<file path="src/rtl/download_sdram_writer.sv">
// download_sdram_writer: packs the HPS ROM download byte stream into 32-bit
// little-endian words and writes them to SDRAM through a small word FIFO.
// Optional feature macro: DOWNLOAD_CHECKSUM_EN adds a 16-bit byte-sum output.
//
// SDRAM handshake: sdram_req (with sdram_we) is the valid signal. Once raised,
// it stays high with sdram_addr/sdram_data/sdram_we stable until sdram_ack is
// sampled high. That ack cycle completes the transfer, and the head entry is
// popped. sdram_ack seen while sdram_req is low is ignored.
module download_sdram_writer #(
  parameter int unsigned FIFO_DEPTH = 4,
  parameter logic [7:0]  FILL_BYTE  = 8'h00
) (
  input  logic        clk,
  input  logic        reset,
  input  logic        ioctl_download,
  input  logic [24:0] ioctl_addr,
  input  logic [7:0]  ioctl_data,
  input  logic        ioctl_wr,
  output logic [22:0] sdram_addr,
  output logic [31:0] sdram_data,
  output logic        sdram_we,
  output logic        sdram_req,
  input  logic        sdram_ack,
  output logic        busy,
  output logic        done,
  output logic        overflow,
`ifdef DOWNLOAD_CHECKSUM_EN
  output logic [15:0] checksum,
`endif
  output logic [1:0]  dbg_dl_state,
  output logic        dbg_req_state
);

  localparam int AW = $clog2(FIFO_DEPTH);
  localparam logic [AW+1:0] DEPTH_W = (AW+2)'(FIFO_DEPTH);

  typedef enum logic [1:0] {D_IDLE, D_ACTIVE, D_FLUSH, D_DRAIN} dl_state_t;
  typedef enum logic {R_IDLE, R_WAIT} req_state_t;

  dl_state_t  dstate, dstate_next;
  req_state_t rstate, rstate_next;

  logic        dl_prev, start_pend, dl_rise, start, enter_active, wr_acc, drain_ok;
  logic [31:0] word_buf;
  logic [3:0]  mask;
  logic [22:0] word_addr;

  logic [22:0] in_waddr;
  logic [1:0]  in_lane;
  logic        addr_change;
  logic [31:0] base_buf, merged_buf;
  logic [3:0]  base_mask, merged_mask;
  logic        push0, push1, acc0, acc1, pop;
  logic [22:0] entry0_addr, entry1_addr;
  logic [31:0] entry0_data, entry1_data;

  logic [22:0] fifo_addr [FIFO_DEPTH];
  logic [31:0] fifo_data [FIFO_DEPTH];
  logic [AW-1:0] wr_ptr, rd_ptr;
  logic [AW:0]   count, count_next;
  logic [AW+1:0] space;

  // Lanes never received in a word are written as FILL_BYTE.
  function automatic logic [31:0] fill_word(input logic [31:0] d, input logic [3:0] m);
    logic [31:0] r;
    for (int n = 0; n < 4; n++) r[8*n +: 8] = m[n] ? d[8*n +: 8] : FILL_BYTE;
    return r;
  endfunction

  assign dl_rise      = ioctl_download && !dl_prev;
  assign start        = dl_rise || start_pend;
  assign enter_active = (dstate == D_IDLE) && start;
  assign wr_acc       = (dstate == D_ACTIVE) && ioctl_wr;
  assign drain_ok     = (count == '0) && (rstate == R_IDLE);
  assign pop          = (rstate == R_WAIT) && sdram_ack;
  assign in_waddr     = ioctl_addr[24:2];
  assign in_lane      = ioctl_addr[1:0];
  assign addr_change  = (mask != 4'h0) && (word_addr != in_waddr);

  // Packer: decide which words to enqueue this cycle (up to two when a byte
  // both closes out a partial word and lands in lane 3 of a new one).
  always_comb begin
    push0       = 1'b0;
    push1       = 1'b0;
    entry0_addr = word_addr;
    entry0_data = fill_word(word_buf, mask);
    base_buf    = addr_change ? 32'h0 : word_buf;
    base_mask   = addr_change ? 4'h0 : mask;
    merged_buf  = base_buf;
    merged_buf[{in_lane, 3'b000} +: 8] = ioctl_data;
    merged_mask = base_mask | (4'b0001 << in_lane);
    entry1_addr = in_waddr;
    entry1_data = fill_word(merged_buf, merged_mask);
    if (wr_acc) begin
      push0 = addr_change;
      push1 = (in_lane == 2'd3);
    end else if (dstate == D_FLUSH) begin
      push0 = (mask != 4'h0);
    end
  end

  // FIFO admission: a dequeue in the same cycle frees a slot for an enqueue.
  always_comb begin
    space      = DEPTH_W - {1'b0, count} + {{(AW+1){1'b0}}, pop};
    acc0       = push0 && (space != '0);
    acc1       = push1 && (space > {{(AW+1){1'b0}}, acc0});
    count_next = count + {{AW{1'b0}}, acc0} + {{AW{1'b0}}, acc1} - {{AW{1'b0}}, pop};
  end

  // Packer word buffer, lane mask and held word address.
  always_ff @(posedge clk) begin
    if (reset) begin
      word_buf  <= 32'h0;
      mask      <= 4'h0;
      word_addr <= 23'h0;
    end else if (enter_active) begin
      mask <= 4'h0;
    end else if (wr_acc) begin
      if (in_lane == 2'd3) begin
        mask <= 4'h0;
      end else begin
        mask      <= merged_mask;
        word_buf  <= merged_buf;
        word_addr <= in_waddr;
      end
    end else if (dstate == D_FLUSH) begin
      mask <= 4'h0;
    end
  end

  // FIFO storage; contents are don't-care while empty, so no reset.
  always_ff @(posedge clk) begin
    if (acc0) begin
      fifo_addr[wr_ptr] <= entry0_addr;
      fifo_data[wr_ptr] <= entry0_data;
    end
    if (acc1) begin
      fifo_addr[wr_ptr + AW'(acc0)] <= entry1_addr;
      fifo_data[wr_ptr + AW'(acc0)] <= entry1_data;
    end
  end

  // FIFO pointers, occupancy and sticky overflow.
  always_ff @(posedge clk) begin
    if (reset) begin
      wr_ptr   <= '0;
      rd_ptr   <= '0;
      count    <= '0;
      overflow <= 1'b0;
    end else begin
      wr_ptr <= wr_ptr + AW'(acc0) + AW'(acc1);
      rd_ptr <= rd_ptr + AW'(pop);
      count  <= count_next;
      if (enter_active)
        overflow <= 1'b0;
      else if ((push0 && !acc0) || (push1 && !acc1))
        overflow <= 1'b1;
    end
  end

  // State registers, download edge detect, latched start and done pulse.
  always_ff @(posedge clk) begin
    if (reset) begin
      dstate     <= D_IDLE;
      rstate     <= R_IDLE;
      dl_prev    <= 1'b0;
      start_pend <= 1'b0;
      done       <= 1'b0;
    end else begin
      dstate  <= dstate_next;
      rstate  <= rstate_next;
      dl_prev <= ioctl_download;
      done    <= (dstate == D_DRAIN) && drain_ok;
      if (enter_active)
        start_pend <= 1'b0;
      else if (dl_rise && dstate != D_IDLE)
        start_pend <= 1'b1;
    end
  end

  // Download FSM next state.
  always_comb begin
    dstate_next = dstate;
    case (dstate)
      D_IDLE:   if (start) dstate_next = D_ACTIVE;
      D_ACTIVE: if (!ioctl_download) dstate_next = D_FLUSH;
      D_FLUSH:  dstate_next = D_DRAIN;
      D_DRAIN:  if (drain_ok) dstate_next = D_IDLE;
      default:  dstate_next = D_IDLE;
    endcase
  end

  // Request FSM next state: stay in R_WAIT across back-to-back entries.
  always_comb begin
    rstate_next = rstate;
    case (rstate)
      R_IDLE:  if (count != '0) rstate_next = R_WAIT;
      R_WAIT:  if (sdram_ack && count_next == '0) rstate_next = R_IDLE;
      default: rstate_next = R_IDLE;
    endcase
  end

`ifdef DOWNLOAD_CHECKSUM_EN
  // Byte sum of accepted download bytes, restarted at each download start.
  always_ff @(posedge clk) begin
    if (reset)
      checksum <= 16'h0;
    else if (enter_active)
      checksum <= 16'h0;
    else if (wr_acc)
      checksum <= checksum + {8'h00, ioctl_data};
  end
`endif

  assign sdram_req     = (rstate == R_WAIT);
  assign sdram_we      = sdram_req;
  assign sdram_addr    = sdram_req ? fifo_addr[rd_ptr] : 23'h0;
  assign sdram_data    = sdram_req ? fifo_data[rd_ptr] : 32'h0;
  assign busy          = (dstate != D_IDLE);
  assign dbg_dl_state  = dstate;
  assign dbg_req_state = rstate;

endmodule

</file>
<file path="config.mk">
export PLATFORM = sky130hd
export DESIGN_NAME = download_sdram_writer
export DESIGN_NICKNAME = d
export VERILOG_FILES = /design/src/rtl/download_sdram_writer.sv
export SDC_FILE = /design/constraint.sdc
export NUM_CORES = 1
export LEC_CHECK = 0
export ABC_AREA = 1
export CORE_MARGIN = 5
export CORE_UTILIZATION = 40
export CTS_BUF_LIST = sky130_fd_sc_hd__clkbuf_8
export DETAILED_ROUTE_END_ITERATION = 8
export PLACE_DENSITY_LB_ADDON = 0.05
export SLEW_MARGIN = 40
export SYNTH_ARGS = -nofsm -noshare
export SYNTH_HDL_FRONTEND = slang
export SYNTH_SLANG_ARGS = --single-unit
</file>
<file path="constraint.sdc">
create_clock -name clk -period 8.2 [get_ports clk]
set_input_delay 0.82 -clock clk [delete_from_list [all_inputs] [get_ports clk]]
set_output_delay 0.82 -clock clk [all_outputs]
set_load 0.01 [all_outputs]
</file>
==> impl_metrics.csv <==
group,metric,value,unit
setup_path,crit_chain,"clkdlybuf4s50_1 -> nand2_1 -> nand2_1 -> nor2_1 -> nand2_1 -> nor2_1 -> nand3_1 -> nor2_1 -> nor3_1 -> ha_1 -> o21ai_2 -> nand2_4 -> nor3_4 -> clkinv_2 -> nand2_2 -> buf_6",
clock_network,cts_tree,"built",
synth,synth_nets,2099,
synth,synth-simple-area-share,0.284,
grt,antenna_found_initial,1,
clock_network,cts-hold-fix-buffers,0,
drt,wl,49700,um
setup_path,crit_arrival,5.12,ns
clock_network,cts_resized,0,
setup_path,reg2reg_from,"dbg_req_state",
setup_path,cp-end-kind,"register",
grt,grt_max_degree,111,
drt,ant_nets,0,
timing,max_freq,205,MHz
synth,synth.area.top_cells,"edfxtp_1 (42%), nand2_1 (13%), dfxtp_1 (9.3%)",
final_layout,fin_nets,2148,
synth,synth_flop_cell,"edfxtp_1",
drt,drt-pass1-iter-count,5,
place,finalWeightedCongestion,0.829,
timing,finalHoldViolCount,0,
pwr,power_density,229,nW/um^2
drt,route.detailed.drc,0,
die,ios,101,
setup_path,startpoint_type,"input pin",
die,die_y,208,um
setup_path,critical_path_class,"input pin to register",
die,die_area,43500,um^2
synth,synth_area_leader_cell,"edfxtp_1",
setup_path,critPathMaxFanout,55,
clock_network,clk_pin_slew,0.05,ns
synth,syn_area_per_cell,7.73,um^2
synth,seq_area_frac_synth,0.512,
pwr,leakage,7.60,nW
die,core,38800,um^2
pwr,peakVddDrop,0.273,mV
synth,ys_ff_latch,293,
setup_path,rr_endpoint,"fifo_data[3][7]",
synth,synth_mux_area_frac,0,
synth,synth_compound_area_frac,0.106,
place,io_buffer_count,100,
timing,skew,0.0227,ns
synth,synthAdderAreaFrac,0.0184,
synth,yosysMostFrequentCell,"nand2_1",
grt,grt_pass1_vias,13200,
clock_network,clk_latency,0.63,ns
synth,mappedNetlistArea,15800,um^2
setup_path,crit_required,8.44,ns
setup_path,critPathSlowestCell,"clkinv_2",
clock_network,cts_max_level,2,
die,start_util,0.406,
synth,synthCells,2039,
drt,vias_per_cell,5.16,
grt,grt_pass1_wl,76900,um
synth,synthArstFlopShare,0,
timing,rsz0062_at_grt,"no",
final_layout,area_delta_synth_final,14.6,%
timing,worst_slew_pin_slew,0.801,ns
final_layout,diodes,0,
grt,grt-ovfl-total,0,
timing,tns,0,ns
timing,period_minus_slack,4.88,ns
synth,synth_edf_count,220,
timing,finalCritPeriodShare,0.595,
synth,ys_warn_count,0,
place,dp_slack,2.81,ns
setup_path,cpPeakStageDelay,0.63,ns
synth,synth_top_family_by_area,"simple AND/OR/NAND/NOR gates",
final_layout,drive_above_1_share,0.0619,
synth,synthXorXnorAreaFrac,0.00334,
timing,slew_viol_final,0,
min_path,holdPathStages,2,
drt,dr_total_vias,13700,
die,die_w,208,um
drt,drt_first_iter_violations,1039,
synth,synth_cell_type_count,31,
synth,synthTopCellsByCount,"nand2_1 (566), nor2_1 (315), o21ai_0 (235)",
run,max_cap_viol_count,0,
timing,worst_slack,3.32,ns
setup_path,reg2reg_depth,16,
clock_network,clockRootBuffer,"clkbuf_8",
timing,slew_headroom,0.466,
min_path,hold_class,"register to register",
clock_network,postCtsSetupBuffers,0,
timing,setup_viol,0,
clock_network,cts_num_sinks,293,
outcome,status,"completed",
grt,grt_use_total,0.225,
synth,synth.top_cell.area_share,0.419,
clock_network,clock_path_buffers,3,
min_path,worstHoldEndpoint,"start_pend",
place,dp_hpwl,28500,um
clock_network,cts-buffers-inserted,54,
die,placementRows,72,
drt,wl_per_cell,18.8,um
setup_path,rrSetupSlack,3.55,ns
min_path,worstHoldStart,"start_pend",
## kinds of logic (layout without fill, tap and decap cells)
group                      after synthesis  count (layout)
and+or+nand+nor                       1097            1097
AOI/OAI and AO/OA                      333             333
DFF                                    293             293
buffers and inverters                  288             381
adders and majority gates               22              22
xor gates and xnor gates                 6               6
## layout make-up
cell class | count | area (um^2)
fill | 3897 | 20800
clock buffer | 60 | 826
tap | 518 | 648
clock inverter | 40 | 185
timing repair buffer | 120 | 1200
sequential | 293 | 8070
multi-input combinational | 1458 | 6510
inverter | 161 | 611
## per-layer routing
layer / global-route usage / up-vias / routed length (um)
li1: - / 6773 / -
met1: 0.307 / 6395 / 22300
met2: 0.361 / 406 / 22900
met3: 0.0407 / 88 / 3220
met4: 0.0777 / 0 / 1260
met5: 0 / - / 0
## metrics by stage
| stage | hold slack [ns] | utilization | total power [W] | area, um^2 | cells |
|---|---|---|---|---|---|
| after global placement | 0.514 | 0.438 | 0.00283 | 17000 | 2550 |
| after floorplan | 0.486 | - | 0.00242 | 15800 | 2039 |
| final | 0.539 | 0.465 | 0.00414 | 18000 | 2650 |
| after detailed placement | 0.544 | 0.439 | 0.00284 | 17000 | 2550 |
| after global routing | 0.584 | 0.465 | 0.00439 | 18000 | 2650 |
| after CTS | 0.554 | 0.465 | 0.00419 | 18000 | 2650 |
## power by group
part / internal, W / switching [W]
logic: 0.000368 / 0.000672
clock network: 0.000698 / 0.000632
registers: 0.00170 / 0.0000714
## worst max-delay path by stage
stage	startpoint	end	slack, ns	cells after the start
after detailed placement	ioctl_addr[21]	fifo_addr[1][19]	2.81	18
final	ioctl_addr[4]	fifo_data[3][7]	3.32	16
after global routing	ioctl_addr[4]	fifo_data[3][7]	3.04	16
after global placement	ioctl_addr[21]	fifo_addr[1][17]	2.63	18
after CTS	ioctl_addr[21]	fifo_addr[1][12]	3.47	18
after floorplan	sdram_ack	fifo_addr[3][0]	3.39	16
## sequential cells by signal (all words and copies together), names as in the netlist
register,count
mask,4
done,1
wr_ptr,2
fifo_data,128
dbg_dl_state,2
start_pend,1
overflow,1
fifo_addr,92
count,3
entry0_addr,23
rd_ptr,2
dl_prev,1
dbg_req_state,1
word_buf,32
## cells in the final DEF, fill, tap and decap left out, types with 2 or more instances in the layout
| master | count |
|---|---|
| nand2_1 | 561 |
| nor2_1 | 315 |
| o21ai_0 | 235 |
| edfxtp_1 | 220 |
| nand3_1 | 191 |
| inv_1 | 161 |
| clkdlybuf4s50_1 | 100 |
| a21oi_1 | 94 |
| dfxtp_1 | 71 |
| clkbuf_8 | 61 |
| inv_2 | 20 |
| ha_1 | 20 |
| nand2_2 | 10 |
| buf_4 | 10 |
| clkinv_1 | 9 |
| clkinv_2 | 8 |
| buf_6 | 8 |
| nor3_1 | 5 |
| nor3_4 | 4 |
| xor2_1 | 3 |
| xnor2_1 | 3 |
| nand2_4 | 3 |
| nand4_1 | 2 |
| or2_1 | 2 |
| nor4_1 | 2 |
| inv_4 | 2 |
| fa_1 | 2 |
## critical path: cells and delay by family
| kind | cells | cell delay [ns] |
|---|---|---|
| and+or+nand+nor | 11 | 1.92 |
| buffers and inverters | 3 | 1.78 |
| adders and majority gates | 1 | 0.36 |
| AOI/OAI and AO/OA | 1 | 0.18 |
Note: power is estimated with default switching activity, not from simulation.
